File: config.mk
export PLATFORM = sky130hd
export DESIGN_NAME = chorus_lfo
export DESIGN_NICKNAME = d
export VERILOG_FILES = /design/src/rtl/dsp_pkg.sv /design/src/rtl/lfo_depth_scaler.sv /design/src/rtl/chorus_lfo.sv
export SDC_FILE = /design/constraint.sdc
export NUM_CORES = 1
export LEC_CHECK = 0
export CORE_AREA = 2 2 173 107
export CTS_BUF_LIST = sky130_fd_sc_hd__clkbuf_16
export DETAILED_ROUTE_END_ITERATION = 10
export DIE_AREA = 0 0 175 109
export GPL_TIMING_DRIVEN = 0
export PLACE_DENSITY = 0.79
export SYNTH_ARGS = -nofsm -noshare
export SYNTH_HDL_FRONTEND = slang
export SYNTH_SLANG_ARGS = --single-unit
export TNS_END_PERCENT = 20
File: constraint.sdc
create_clock -name clk -period 8.07 [get_ports clk]
set_input_delay 1.614 -clock clk [delete_from_list [all_inputs] [get_ports clk]]
set_output_delay 1.614 -clock clk [all_outputs]
set_load 0.05 [all_outputs]
File: src/rtl/dsp_pkg.sv
// Shared DSP definitions for the chorus path (LFO and delay buffer).
package dsp_pkg;

    // Width of the folded triangle fed to the depth multiplier
    localparam int TRI_WIDTH = 16;

    // Buffer depth minus guard margin minus average delay (7680 - 10 - 882)
    localparam int DEFAULT_MAX_DEPTH = 6788;

    typedef enum logic [1:0] {
        LFO_IDLE,
        LFO_RUN,
        LFO_STOP
    } lfo_state_t;

endpackage

File: src/rtl/lfo_depth_scaler.sv
// Second pipeline stage of the chorus LFO: folds the phase into a triangle,
// scales it by the active depth and registers the extra delay.
module lfo_depth_scaler
    import dsp_pkg::*;
#(
    parameter int ADDR_WIDTH = 13
) (
    input  logic                    clk,
    input  logic                    rst_n,
    input  logic [TRI_WIDTH:0]      phase_hi_i,
    input  logic [ADDR_WIDTH-1:0]   depth_act_i,
    input  logic                    tick_d1_i,
    output logic [ADDR_WIDTH-1:0]   delay_o,
    output logic                    delay_valid_o
);

    localparam int PROD_WIDTH = TRI_WIDTH + ADDR_WIDTH;

    logic [TRI_WIDTH-1:0]  w_fold;
    logic [TRI_WIDTH-1:0]  w_tri;
    logic [PROD_WIDTH-1:0] w_prod;
    logic [ADDR_WIDTH-1:0] w_delay;

    // Falling half of the triangle mirrors the rising half, so the descending
    // side sits one LSB below the ascending side at matching offsets.
    assign w_fold  = phase_hi_i[TRI_WIDTH-1:0];
    assign w_tri   = phase_hi_i[TRI_WIDTH] ? ~w_fold : w_fold;
    assign w_prod  = {{ADDR_WIDTH{1'b0}}, w_tri} * {{TRI_WIDTH{1'b0}}, depth_act_i};
    assign w_delay = ADDR_WIDTH'(w_prod >> TRI_WIDTH);

    // Register the scaled delay once per delayed tick; hold it otherwise
    always_ff @(posedge clk) begin
        if (!rst_n) begin
            delay_o       <= '0;
            delay_valid_o <= 1'b0;
        end else begin
            delay_valid_o <= tick_d1_i;
            if (tick_d1_i) begin
                delay_o <= w_delay;
            end
        end
    end

endmodule

File: src/rtl/chorus_lfo.sv
// Triangle LFO producing the chorus extra read delay. Phase accumulator,
// shadowed rate/depth (loaded only at the triangle zero point) and the
// run/stop sequencer live here; the fold and multiply live in the scaler.
//
// state    | meaning
// ---------+--------------------------------------------------------------
// LFO_IDLE | phase parked at 0, delay computes to 0; enabled tick starts
// LFO_RUN  | phase advances every tick
// LFO_STOP | phase runs on until it wraps, then parks at 0
module chorus_lfo
    import dsp_pkg::*;
#(
    parameter int ADDR_WIDTH  = 13,
    parameter int PHASE_WIDTH = 24,
    parameter int RATE_WIDTH  = 16,
    parameter int MAX_DEPTH   = DEFAULT_MAX_DEPTH
) (
    input  logic                    clk,
    input  logic                    rst_n,
    input  logic                    sample_tick_i,
    input  logic                    enable_i,
    input  logic [RATE_WIDTH-1:0]   rate_i,
    input  logic [ADDR_WIDTH-1:0]   depth_i,
    output logic [ADDR_WIDTH-1:0]   delay_o,
    output logic                    delay_valid_o
);

    localparam logic [ADDR_WIDTH-1:0] MAX_DEPTH_W = ADDR_WIDTH'(MAX_DEPTH);

    lfo_state_t              r_state;
    logic [PHASE_WIDTH-1:0]  r_phase;
    logic [RATE_WIDTH-1:0]   r_rate_act;
    logic [ADDR_WIDTH-1:0]   r_depth_act;
    logic                    r_at_zero;
    logic                    r_tick_d1;

    logic [RATE_WIDTH-1:0]   w_step;
    logic [PHASE_WIDTH:0]    w_sum;
    logic                    w_carry;
    logic [ADDR_WIDTH-1:0]   w_depth_clamp;

    // At the zero point the new rate takes effect on the very tick it loads
    assign w_step        = r_at_zero ? rate_i : r_rate_act;
    assign w_sum         = {1'b0, r_phase} + (PHASE_WIDTH+1)'(w_step);
    assign w_carry       = w_sum[PHASE_WIDTH];
    assign w_depth_clamp = (depth_i > MAX_DEPTH_W) ? MAX_DEPTH_W : depth_i;

    // Accumulator, shadow registers and sequencer, all advanced by the sample tick
    always_ff @(posedge clk) begin
        if (!rst_n) begin
            r_state     <= LFO_IDLE;
            r_phase     <= '0;
            r_rate_act  <= '0;
            r_depth_act <= '0;
            r_at_zero   <= 1'b1;
            r_tick_d1   <= 1'b0;
        end else begin
            r_tick_d1 <= sample_tick_i;
            if (sample_tick_i) begin
                if (r_at_zero) begin
                    r_rate_act  <= rate_i;
                    r_depth_act <= w_depth_clamp;
                end
                case (r_state)
                    LFO_IDLE: begin
                        if (enable_i) begin
                            r_state   <= LFO_RUN;
                            r_phase   <= w_sum[PHASE_WIDTH-1:0];
                            r_at_zero <= w_carry;
                        end else begin
                            r_phase   <= '0;
                            r_at_zero <= 1'b1;
                        end
                    end
                    LFO_RUN: begin
                        r_phase   <= w_sum[PHASE_WIDTH-1:0];
                        r_at_zero <= w_carry;
                        if (!enable_i) begin
                            r_state <= LFO_STOP;
                        end
                    end
                    LFO_STOP: begin
                        if (w_carry) begin
                            r_state   <= LFO_IDLE;
                            r_phase   <= '0;
                            r_at_zero <= 1'b1;
                        end else if (enable_i) begin
                            r_state   <= LFO_RUN;
                            r_phase   <= w_sum[PHASE_WIDTH-1:0];
                            r_at_zero <= 1'b0;
                        end else if (r_rate_act == '0) begin
                            // A frozen phase would never wrap; accept the jump to 0
                            r_state   <= LFO_IDLE;
                            r_phase   <= '0;
                            r_at_zero <= 1'b1;
                        end else begin
                            r_phase   <= w_sum[PHASE_WIDTH-1:0];
                            r_at_zero <= 1'b0;
                        end
                    end
                    default: begin
                        r_state   <= LFO_IDLE;
                        r_phase   <= '0;
                        r_at_zero <= 1'b1;
                    end
                endcase
            end
        end
    end

    lfo_depth_scaler #(
        .ADDR_WIDTH (ADDR_WIDTH)
    ) u_scaler (
        .clk           (clk),
        .rst_n         (rst_n),
        .phase_hi_i    (r_phase[PHASE_WIDTH-1 -: TRI_WIDTH+1]),
        .depth_act_i   (r_depth_act),
        .tick_d1_i     (r_tick_d1),
        .delay_o       (delay_o),
        .delay_valid_o (delay_valid_o)
    );

endmodule
### Word-level counts from Yosys, hierarchy flattened

Index checks and enable logic that the tools add are counted.

* register bits: 71
* latch bits: 0
* memory bits (writable): 0
* ROM bits: 0
* output and inout port bits: 14
* memories: 0

* $add $sub $neg: 1
* $mul: 1
* div/mod/pow operators: 0
* magnitude comparators: 1
* equality and inequality tests: 5
* shift-type cells: 0
* multiplexer cells: 19
* bitwise logic cells: 1
* reductions and logical operators: 4

Operator list (count)
* $mux W24: 4
* $pmux W24 S3: 1
* $mux W16: 2
* $mul A16 B13 Y29: 1
* $add A24 B16 Y25: 1
* $logic_not A16 Y1: 1
* $not A16 Y16: 1
* $gt A13 B13 Y1 const B: 1
* $mux W13: 1
* $mux W2: 5
* $pmux W2 S3: 1
* $mux W1: 4
* $ne A2 B2 Y1 const B: 2
* $ne A4 B4 Y1 const B: 1
* $reduce_and A4 Y1: 1
* $pmux W1 S3: 1
* $eq A2 B1 Y1 const B: 1
* $eq A2 B2 Y1 const B: 1
* $logic_not A2 Y1: 1
* $reduce_and A2 Y1: 1

### Longest topological paths before layout

Gate-level depths: netlist (run 1).

* depth in word-level cells: 6
* depth in mapped cells: 25
* mapped depth without buffers: 21

### Cells and area by module

A second synthesis (run 1) with hierarchy kept.

* cells, all modules: 1217
* area total of the unflattened synthesis: 10375.0 µm²

By module, submodules not included
* lfo_depth_scaler: instances 1, cells each 837, area an instance 7183.1 µm², seq. area each 280.3 µm²
* chorus_lfo: instances 1, cells each 380, area an instance 3191.8 µm², seq. area each 1141.1 µm²

### Worst setup path before layout (run 1)

No wires, ideal clock.

* path kind: reg2reg
* start point: reg r_phase[23]
* end point: reg u_scaler.delay_o[9]
* library setup time: 0.119 ns
* data arrival time: 5.985 ns
* path slack: 1.966 ns
* stages on the path, launching flop included: 24
* path buffers: 4
* clock period less this slack: 6.104 ns
* path through: dfxtp_1 -> buf_6 -> buf_1 -> xor2_1 -> clkbuf_1 -> nand2_1 -> fa_1 -> inv_1 -> fa_1 -> fa_1 -> fa_1 -> inv_1 -> fa_1 -> inv_1 -> ha_1 -> buf_2 -> nand2_1 -> o21ai_1 -> nor4_2 -> a21oi_2 -> a221o_2 -> a21oi_2 -> xor2_1 -> o21ai_1

* longest elaborated chain between the ends: 2

RTL lines
* from (decl): line chorus_lfo.sv:31 `logic [PHASE_WIDTH-1:0] r_phase;`
* from (signal assigned): line chorus_lfo.sv:68 `r_phase <= w_sum[PHASE_WIDTH-1:0];`
* from (signal assigned): line chorus_lfo.sv:76 `r_phase <= w_sum[PHASE_WIDTH-1:0];`
* from (signal assigned): line chorus_lfo.sv:89 `r_phase <= w_sum[PHASE_WIDTH-1:0];`
* $mux W16: line lfo_depth_scaler.sv:27 `assign w_tri = phase_hi_i[TRI_WIDTH] ? ~w_fold : w_fold;`
* $mul A16 B13 Y29: line lfo_depth_scaler.sv:28 `assign w_prod = {{ADDR_WIDTH{1'b0}}, w_tri} * {{TRI_WIDTH{1'b0}}, depth_act_i};`
* to (signal assigned): line lfo_depth_scaler.sv:39 `delay_o <= w_delay;`
* to (decl): line lfo_depth_scaler.sv:13 `output logic [ADDR_WIDTH-1:0] delay_o,`

No other way between the ends.
A chain may end at the register's enable or synchronous reset.

### Worst setup path in the final report (run 1)

* start point: reg r_phase[23]
* end point: reg u_scaler.delay_o[10]

The elaborated chain is that of the path after synthesis.

==> out/metrics.csv, run 1 <==
stage,metric,value,unit
run_status,outcome,"complete, no violations",
placement,io_buffers,46,
logic_synthesis,synth_top_cell_by_area,fa_1,
route,wirelength,26500,um
logic_synthesis,synth_warnings,0,
route,drtIter0Drc,746,
logic_synthesis,yosysSeqAreaShare,0.138,
power_and_ir_drop,power_density,96.7,nW/um^2
sta,grt_setup_unrepaired,false,
clock_tree,clock_path_buffers,2,
clock_tree,postCtsSetupRepairBufs,0,
global_routing,top_usage_layer,met1,
route,wl_per_cell,17.6,um
layout,final_cell_mix,"205 x inv_1, 181 x nand2_1, 154 x fa_1",
power_and_ir_drop,p_leak,5.57,nW
layout,nets,1536,
placement,place_ws,0.812,ns
layout,num_antenna_cells,0,
setup_path,start_kind,flip-flop,
layout,area_growth_syn_to_layout,10.2,%
sta,skew,0.0125,ns
logic_synthesis,muxShareOfSynthArea,0.0233,
sta,setup_slack,0.680,ns
clock_tree,cts_hold_buf,0,
clock_tree,root_buffer,clkbuf_16,
route,final_antenna_net_count,0,
placement,post-dp-hpwl,21500,um
sta,final.setup.tns,0,ns
floorplanning,rows,38,
setup_path,critPathKind,reg -> reg,
logic_synthesis,synth_top_family_by_area,adder cells,
run,maxCapViolations,0,
global_routing,grt_pass1_vias,8632,
clock_tree,cts_resized,0,
placement,dpl-instance-area,11100,um^2
floorplanning,chipWidth,175,um
logic_synthesis,synth_async_sr_flop_share,0,
global_routing,grt_remaining_overflow,0,
logic_synthesis,synth_compound_area_frac,0.120,
clock_tree,cts_buffers,9,
setup_path,crit_path_top_delay_cell,o21ai_0,
clock_tree,htreeDepth,3,
logic_synthesis,yosys.area.top_type_share,0.300,
sta,fmax,135,MHz
sta,setup_viol,0,
layout,drive_gt1_frac,0.0466,
logic_synthesis,syn_inst,1205,
sta,final.min_clock_period,7.39,ns
setup_path,crit_arrival,7.60,ns
global_routing,use_met2,0.442,
sta,tightestPinTransition,0.877,ns
worst_hold_path,whs_path_depth,2,
logic_synthesis,synth_simple_gate_area_frac,0.180,
clock_tree,clock_latency,0.36,ns
setup_path,cp.required,8.28,ns
global_routing,grt_start_max_net_pins,16,
global_routing,grt_pass1_wl,44500,um
logic_synthesis,synth-edff-count,0,
sta,drv_slew,0,
global_routing,track_usage,0.303,
layout,fill_cells,1477,
setup_path,crit_path_end_kind,flip-flop,
route,drtPass1Iterations,8,
route,routed_via_density,5.60,
sta,hold_viol_final,0,
floorplanning,io_pins,47,
route,dr_total_vias,8443,
logic_synthesis,avgSynthCellArea,8.54,um^2
setup_path,slowest_delay,0.70,ns
logic_synthesis,synth-seq-cells,71,
logic_synthesis,synth-adder-area-share,0.405,
clock_tree,cts_sinks,71,
logic_synthesis,synth_ff_type,dfxtp_1,
logic_synthesis,yosysUniqueCellTypes,65,
route,drc,0,
floorplanning,chipHeight,109,um
sta,period_share,0.916,
setup_path,worstRegToRegCells,22,
sta,slew_headroom,0.409,
logic_synthesis,synthesis.nets,1479,
setup_path,crit_path_cell_trace,"buf_6, buf_1, xor2_1, clkbuf_1, nand2_1, fa_1, fa_1, fa_1, inv_1, fa_1, inv_1, fa_1, inv_1, ha_1, a21oi_1, o21ai_0, nor4_2, a2111oi_1, o21ai_1, a21oi_2, xnor2_1, a21oi_1",
setup_path,rrSetupSlack,0.68,ns
layout,final_area,11300,um^2
logic_synthesis,synthTopCellsByArea,"fa_1 30%, dfxtp_1 14%, ha_1 11%",
worst_hold_path,hold_path.class,reg -> reg,
logic_synthesis,synth_xor_area_frac,0.0338,
global_routing,antenna_found_initial,0,
global_routing,use_met3,0.0788,
floorplanning,initial_core_util,0.583,
setup_path,critPathMaxFanout,10,
floorplanning,die_area,19100,um^2
placement,gp_congestion,0.967,
power_and_ir_drop,peakVddDrop,91.1,uV
global_routing,gr-usage-met1,0.456,
clock_tree,cts_tree,yes,
clock_tree,clkTransAtPathRegs,0.07,ns
sta,hold_slack,0.473,ns
logic_synthesis,syn_area,10300,um^2
setup_path,path_common_cell,fa_1,
floorplanning,coreArea,17600,um^2
layout,final_common_cell,inv_1,
[synthesized netlist by cell type (3+ instances only)]
| library cell | number |
|---|---|
| inv_1 | 205 |
| nand2_1 | 181 |
| fa_1 | 154 |
| and2_1 | 95 |
| ha_1 | 87 |
| dfxtp_1 | 71 |
| a21oi_1 | 56 |
| clkbuf_1 | 51 |
| nor2_1 | 43 |
| xor2_1 | 24 |
| a21o_1 | 18 |
| o21ai_0 | 18 |
| mux2_2 | 16 |
| nor2b_1 | 15 |
| o21ai_1 | 12 |
| xnor2_1 | 12 |
| o21a_1 | 11 |
| a22o_1 | 10 |
| a31oi_1 | 10 |
| nand3_1 | 8 |
| nand4_1 | 8 |
| nor4_1 | 7 |
| a21oi_2 | 6 |
| mux2i_1 | 6 |
| nor3_1 | 6 |
| o211ai_1 | 5 |
| and3_1 | 4 |
| nand3b_1 | 4 |
| o21bai_1 | 4 |
| o31ai_1 | 4 |
| buf_1 | 3 |
| buf_2 | 3 |
| nand2b_1 | 3 |
[through the flow]
step	util	std cells	power, mW
6_report	0.643	1507	1.10
5_1_grt	0.643	1507	1.15
4_1_cts	0.643	1507	1.09
3_5_place_dp	0.627	1491	0.692
3_3_place_gp	0.627	1491	0.684
2_1_floorplan	-	1205	0.595
[registers in the layout (all words and copies together) (netlist names)]
name                    cells
r_rate_act                 16
r_tick_d1                   1
r_phase                    24
r_depth_act                13
r_state                     2
u_scaler.delay_o           13
r_at_zero                   1
u_scaler.delay_valid_o      1
[power by group]
| part | switching [mW] | internal, mW |
|---|---|---|
| combinational | 0.187 | 0.116 |
| sequential | 0.0209 | 0.369 |
| clock | 0.189 | 0.214 |
[layer usage]
metal / wire [um] / vias up
met2: 10600 / 410
met5: 0 / -
met1: 12300 / 4080
li1: - / 3921
met3: 3240 / 32
met4: 289 / 0
[area by class of cell]
cell class	count	area [um^2]	share of cell area
plain buffers	60	248	0.0218
clock buffers	9	225	0.0199
clock inverters	7	65.1	0.00574
inverters	206	773	0.0682
multi-input cells	868	7850	0.692
flip-flops and latches	71	1420	0.125
well taps	240	300	0.0265
repair buffers	46	460	0.0406
[critical path, delay by kind of cell, from the launching register on]
| kind | cells | cell delay [ns] |
|---|---|---|
| adders and majority gates | 6 | 2.74 |
| AOI/OAI and AO/OA | 6 | 1.87 |
| buffers and inverters | 6 | 1.35 |
| xor gates and xnor gates | 2 | 0.63 |
| DFF | 1 | 0.35 |
| and+or+nand+nor | 2 | 0.30 |
[cell families after synthesis]
group / count (synthesis)
AND/OR/NAND/NOR: 384
buffers and inverters: 266
adder cells (fa/ha/maj): 241
AO/OA/AOI/OAI: 183
flip-flops: 71
XOR/XNOR: 38
multiplexers: 22
[final timing paths]
kind             startpoint                   end
max             r_phase[23]  u_scaler.delay_o[10]
max reg2reg     r_phase[23]  u_scaler.delay_o[10]
min          r_rate_act[15]        r_rate_act[15]
min reg2reg  r_rate_act[15]        r_rate_act[15]
Note: power is estimated with default switching activity, not from simulation.
==> run 2, diff against run 1 <==
- MAX_ROUTING_LAYER: not set -> met4
==> run 2 against run 1 <==
  * Utilization hardly changed
  * Sequential share of layout area is essentially flat
  * Largest cell class unchanged
  * Clock power increased by 1%
==> out/metrics.csv, run 2 (synthesized netlist as in run 1, its figures left out) <==
stage,metric,value,unit,change
setup_path,critPathKind,reg -> reg,,
setup_path,crit_path_end_kind,flip-flop,,
setup_path,critPathMaxFanout,10,,unchanged
floorplanning,io_pins,47,,unchanged
sta,skew,0.0102,ns,-0.00234 ns
route,drc,0,,unchanged
global_routing,grt_remaining_overflow,0,,unchanged
sta,slew_headroom,0.399,,-0.00993
floorplanning,chipHeight,109,um,unchanged
power_and_ir_drop,power_density,97.2,nW/um^2,+0.45%
sta,hold_viol_final,0,,unchanged
setup_path,cp.required,8.27,ns,about the same
placement,place_ws,0.892,ns,+0.0797 ns
sta,final.setup.tns,0,ns,unchanged
layout,reg.largest.list,"r_phase: 24 flops, r_rate_act: 16 flops",,
clock_tree,postCtsSetupRepairBufs,0,,unchanged
setup_path,cp_top_family,adder cells,,
sta,hold_slack,0.476,ns,+0.00344 ns
clock_tree,clock_latency,0.35,ns,about the same
run,maxCapViolations,0,,unchanged
layout,area_growth_syn_to_layout,10.3,%,about the same
layout,nets,1536,,unchanged
setup_path,crit_arrival,7.53,ns,-0.07 ns
clock_tree,clock_path_buffers,2,,unchanged
floorplanning,rows,38,,unchanged
power_and_ir_drop,p_leak,5.59,nW,+0.32%
clock_tree,cts_hold_buf,0,,unchanged
floorplanning,coreArea,17600,um^2,unchanged
global_routing,grt_start_max_net_pins,14,,-2
clock_tree,cts_tree,yes,,
setup_path,slowest_delay,0.70,ns,about the same
run_status,outcome,"complete, no violations",,
layout,final_area,11400,um^2,about the same
clock_tree,clkTransAtPathRegs,0.06,ns,about the same
sta,setup_viol,0,,unchanged
clock_tree,root_buffer,clkbuf_16,,
setup_path,worst-path-buf-inv,6,,unchanged
placement,gp_congestion,0.991,,+2.5%
route,routed_via_density,5.62,,+0.23%
floorplanning,initial_core_util,0.583,,unchanged
clock_tree,htreeDepth,3,,unchanged
setup_path,crit_path_top_delay_cell,o21ai_0,,
route,drtPass1Iterations,6,,-2
sta,drv_slew,0,,unchanged
clock_tree,cts_buffers,9,,unchanged
sta,fmax,137,MHz,+0.88%
layout,final_common_cell,inv_1,,
sta,grt_setup_unrepaired,false,,
layout,drive_gt1_frac,0.0466,,unchanged
sta,tightestPinTransition,0.892,ns,+0.0147 ns
route,drtIter0Drc,728,,-2.4%
global_routing,antenna_found_initial,1,,+1
power_and_ir_drop,finalPower,1.10,mW,+0.53%
floorplanning,die_area,19100,um^2,unchanged
setup_path,path_common_cell,fa_1,,
worst_hold_path,hold_path.class,reg -> reg,,
floorplanning,chipWidth,175,um,unchanged
global_routing,grt_pass1_vias,8631,,-0.012%
route,dr_total_vias,8468,,+0.30%
global_routing,track_usage,0.310,,+0.00737
sta,final.min_clock_period,7.33,ns,-0.0646 ns
power_and_ir_drop,peakVddDrop,102,uV,+12%
placement,dpl-instance-area,11100,um^2,unchanged
route,wirelength,26300,um,-0.80%
route,wl_per_cell,17.4,um,-0.87%
sta,setup_slack,0.745,ns,+0.0646 ns
setup_path,crit_path_cell_trace,"buf_6, buf_1, xor2_1, clkbuf_1, nand2_1, fa_1, fa_1, fa_1, inv_1, fa_1, inv_1, fa_1, inv_1, ha_1, a21oi_1, o21ai_0, nor4_2, a2111oi_1, o21ai_1, a21oi_2, xnor2_1, a21oi_1",,
layout,largest-register,r_phase,,
placement,io_buffers,46,,unchanged
clock_tree,cts_sinks,71,,unchanged
clock_tree,cts_resized,0,,unchanged
global_routing,grt_pass1_wl,44400,um,-0.29%
layout,largest_register_ffs,24,,unchanged
placement,post-dp-hpwl,21300,um,-0.57%
layout,final_cell_mix,"205 x inv_1, 181 x nand2_1, 154 x fa_1",,
setup_path,rrSetupSlack,0.74,ns,+0.06 ns
sta,period_share,0.908,,-0.00800
route,final_antenna_net_count,0,,unchanged
setup_path,start_kind,flip-flop,,
-- run 2: changes by cell type in the layout (fill, tap and decap cells not counted), sizes merged --
cell and delta:
diode +1, bufinv +1, inv -2, clkinvlp -3
clkinv +4
-- run 2: path summary, 6_finish.rpt --
path                                startpoint              endpoint  depth (start not counted)
worst min-delay path            r_rate_act[15]        r_rate_act[15]                          2
worst max register to register     r_phase[23]  u_scaler.delay_o[10]                         22
worst min register to register  r_rate_act[15]        r_rate_act[15]                          2
worst max-delay path               r_phase[23]  u_scaler.delay_o[10]                         22
-- run 2: report_power, final --
part | internal (mW) | switching, mW
clock | 0.240 | 0.169
combinational | 0.117 | 0.188
sequential | 0.369 | 0.0205
total | 0.726 | 0.378
-- run 2: layout make-up --
type | instances | area [um^2]
tap | 240 | 300
sequential | 71 | 1420
multi-input combinational | 868 | 7850
antenna | 1 | 2.50
clock inverter | 7 | 71.3
buffer | 60 | 248
clock buffer | 9 | 225
timing repair buffer | 46 | 460
fill | 1509 | 6290
inverter | 206 | 773
-- run 2: worst register-to-register path, cell delays in order, from the launching register on --
cell and delay [ns]:
dfxtp_1 0.34, buf_6 0.18, buf_1 0.57, xor2_1 0.30
clkbuf_1 0.49, nand2_1 0.19, fa_1 0.60, fa_1 0.46
fa_1 0.55, inv_1 0.05, fa_1 0.47, inv_1 0.05
fa_1 0.47, inv_1 0.04, ha_1 0.32, a21oi_1 0.09
o21ai_0 0.70, nor4_2 0.15, a2111oi_1 0.58, o21ai_1 0.19
a21oi_2 0.18, xnor2_1 0.13, a21oi_1 0.09
-- run 2: metal layers --
metal	GRT usage	wire (um)	vias to the layer above
met5	-	0	-
met4	0.0542	219	0
met3	0.0948	3360	27
met2	0.440	10500	413
met1	0.442	12200	4106
li1	-	-	3922
-- run 2: metrics by stage --
step                cells   util
floorplan            1205      -
global placement     1491  0.627
detailed placement   1491  0.627
CTS                  1507  0.643
global route         1508  0.643
finish               1508  0.643
==> run 3, diff against run 2 <==
- CORE_AREA: 2 2 173 107 -> 2 2 243 149
- DIE_AREA: 0 0 175 109 -> 0 0 245 151
- PLACE_DENSITY: 0.79 -> 0.46
==> run 3 against run 2 <==
  * Clock power up 6.8%
  * Worst setup slack worse by 0.17 ns
  * First-iteration DRC count down 26%
  * Design area up 2.7%
  * Sequential share of layout area down 0.33 points
  * Critical endpoint is now u_scaler.delay_o[6]
  * Largest power group unchanged
==> out/metrics.csv, run 3 (synthesized netlist as in run 1, its figures left out) <==
stage,metric,value,unit,change
floorplanning,chipHeight,151,um,+39%
power_and_ir_drop,finalPower,1.14,mW,+3.5%
sta,hold_viol_final,0,,unchanged
power_and_ir_drop,p_int,0.754,mW,+3.9%
route,drtPass1Iterations,5,,-1
global_routing,use_met3,0.0349,,-0.0599
floorplanning,io_pins,47,,unchanged
floorplanning,coreArea,34700,um^2,+97%
global_routing,use_met2,0.226,,-0.214
clock_tree,cts_resized,0,,unchanged
clock_tree,htreeDepth,3,,unchanged
placement,io_buffers,46,,unchanged
clock_tree,clkTransAtPathRegs,0.06,ns,about the same
floorplanning,chipWidth,245,um,+40%
setup_path,critPathKind,reg -> reg,,
sta,grt_setup_unrepaired,false,,
run,maxCapViolations,0,,unchanged
setup_path,timing.critical_path.from,r_phase[23],,
power_and_ir_drop,p_sw,0.387,mW,+2.5%
setup_path,timing.rr.end,u_scaler.delay_o[6],,
setup_path,rrSetupSlack,0.57,ns,-0.17 ns
sta,tightestPinTransition,0.858,ns,-0.0342 ns
setup_path,crit_path_end_kind,flip-flop,,
power_and_ir_drop,power_frac_comb,0.275,,about the same
route,dr_total_vias,8094,,-4.4%
clock_tree,cts_sinks,71,,unchanged
floorplanning,rows,53,,+39%
layout,post-route-util,0.336,,-0.307
sta,setup_viol,0,,unchanged
clock_tree,cts_tree,yes,,
layout,largest-register,r_phase,,
setup_path,rr_startpoint,r_phase[23],,
power_and_ir_drop,seq_power_share,0.343,,-0.010
route,wl_per_cell,17.5,um,+0.69%
sta,fmax,133,MHz,-2.3%
power_and_ir_drop,p_sw_frac,0.339,,-0.00304
run_status,outcome,"complete, no violations",,
worst_hold_path,hold_path.class,reg -> reg,,
setup_path,cp.required,8.28,ns,about the same
sta,drv_slew,0,,unchanged
global_routing,top_usage_layer,met1,,
clock_tree,postCtsSetupRepairBufs,0,,unchanged
placement,gp_congestion,0.874,,-12%
route,routed_via_density,4.66,,-17%
power_and_ir_drop,p_clk_frac,0.383,,+0.012
global_routing,track_usage,0.182,,-0.128
layout,reg.largest.list,"r_phase: 24 flops, r_rate_act: 16 flops",,
clock_tree,root_buffer,clkbuf_16,,
floorplanning,die_area,37000,um^2,+94%
route,wirelength,30500,um,+16%
sta,hold_slack,0.476,ns,+0.000309 ns
global_routing,grt_pass1_vias,8295,,-3.9%
clock_tree,clock_latency,0.36,ns,about the same
sta,final.setup.tns,0,ns,unchanged
sta,slew_headroom,0.426,,+0.0270
setup_path,worstRegToRegCells,22,,unchanged
route,drc,0,,unchanged
clock_tree,cts_hold_buf,0,,unchanged
power_and_ir_drop,power_density,97.9,nW/um^2,+0.74%
sta,final.min_clock_period,7.50,ns,+0.174 ns
layout,final_cells,1737,,+15%
setup_path,critPathMaxFanout,10,,unchanged
layout,area_growth_syn_to_layout,13.3,%,
global_routing,antenna_found_initial,3,,+2
layout,drive_gt1_frac,0.0450,,-0.00158
power_and_ir_drop,peakVddDrop,104,uV,+2.3%
setup_path,start_kind,flip-flop,,
route,drtIter0Drc,540,,-26%
clock_tree,cts_buffers,9,,unchanged
setup_path,endpoint,u_scaler.delay_o[6],,
placement,post-dp-hpwl,25600,um,+20%
layout,largest_register_ffs,24,,unchanged
clock_tree,clock_path_buffers,2,,unchanged
setup_path,crit_arrival,7.71,ns,+0.18 ns
global_routing,grt_start_max_net_pins,13,,-1
layout,nets,1536,,unchanged
layout,final_cell_mix,"206 x inv_1, 181 x nand2_1, 154 x fa_1",,
floorplanning,initial_core_util,0.297,,-0.287
layout,final_common_cell,inv_1,,
global_routing,grt_pass1_wl,49100,um,+11%
sta,skew,0.0114,ns,+0.00119 ns
global_routing,gr-usage-met1,0.295,,-0.147
placement,dp.cells,1718,,+15%
sta,period_share,0.929,,+0.0215
power_and_ir_drop,p_leak,5.59,nW,about the same
route,final_antenna_net_count,0,,unchanged
global_routing,grt_remaining_overflow,0,,unchanged
==> run 3: layer usage <==
layer  routed length [um]  part of all wire  vias to the layer above
met5                    0                 0                        -
met4                  195            0.0064                        0
met3                 1480             0.048                       15
met2                10900              0.36                      174
met1                17900              0.59                     3977
li1                     -                 -                     3928
==> run 3: worst max-delay path, cell delays in order (launching register included) <==
cell      delay (ns)
dfxtp_1         0.35
buf_6           0.17
buf_1           0.58
xor2_1          0.44
clkbuf_1        0.57
nand2_1         0.17
fa_1            0.59
fa_1            0.45
fa_1            0.54
inv_1           0.05
fa_1            0.47
inv_1           0.05
fa_1            0.47
inv_1           0.04
ha_1            0.32
a21oi_1         0.20
nor2_1          0.11
a221oi_1        0.66
o31a_1          0.55
o21ai_1         0.17
xor2_1          0.17
mux2i_1         0.14
nor2_1          0.05
==> run 3: final cells by class <==
| type | count | area (um^2) |
|---|---|---|
| Fill cell | 3703 | 23000 |
| Multi-Input combinational cell | 868 | 7850 |
| Sequential cell | 71 | 1420 |
| Inverter | 206 | 773 |
| Tap cell | 467 | 584 |
| Timing Repair Buffer | 46 | 460 |
| Buffer | 60 | 248 |
| Clock buffer | 9 | 225 |
| Clock inverter | 7 | 88.8 |
| Antenna cell | 3 | 7.51 |
==> run 3: worst min path at each step <==
stage	start	end	slack, ns	cells after the start
2_1_floorplan	r_rate_act[13]	r_rate_act[13]	0.45	2
3_3_place_gp	r_rate_act[11]	r_rate_act[11]	0.45	2
3_5_place_dp	r_rate_act[1]	r_rate_act[1]	0.46	2
4_1_cts	r_rate_act[1]	r_rate_act[1]	0.47	2
5_1_grt	r_rate_act[12]	r_rate_act[12]	0.49	2
6_report	r_rate_act[1]	r_rate_act[1]	0.48	2
==> run 3: power groups by stage <==
stage	Clock, mW	Combinational [mW]	Sequential (mW)
CTS	0.449	0.311	0.391
global placement	0	0.308	0.399
detailed placement	0	0.308	0.399
finish	0.437	0.313	0.391
floorplan	0	0.201	0.393
global route	0.465	0.349	0.393
==> run 3: per-stage QoR <==
stage	cell area (um^2)	setup slack [ns]
2_1_floorplan	10300	1.97
3_3_place_gp	11300	0.377
3_5_place_dp	11300	0.284
4_1_cts	11600	0.236
5_1_grt	11700	0.0954
6_report	11700	0.571
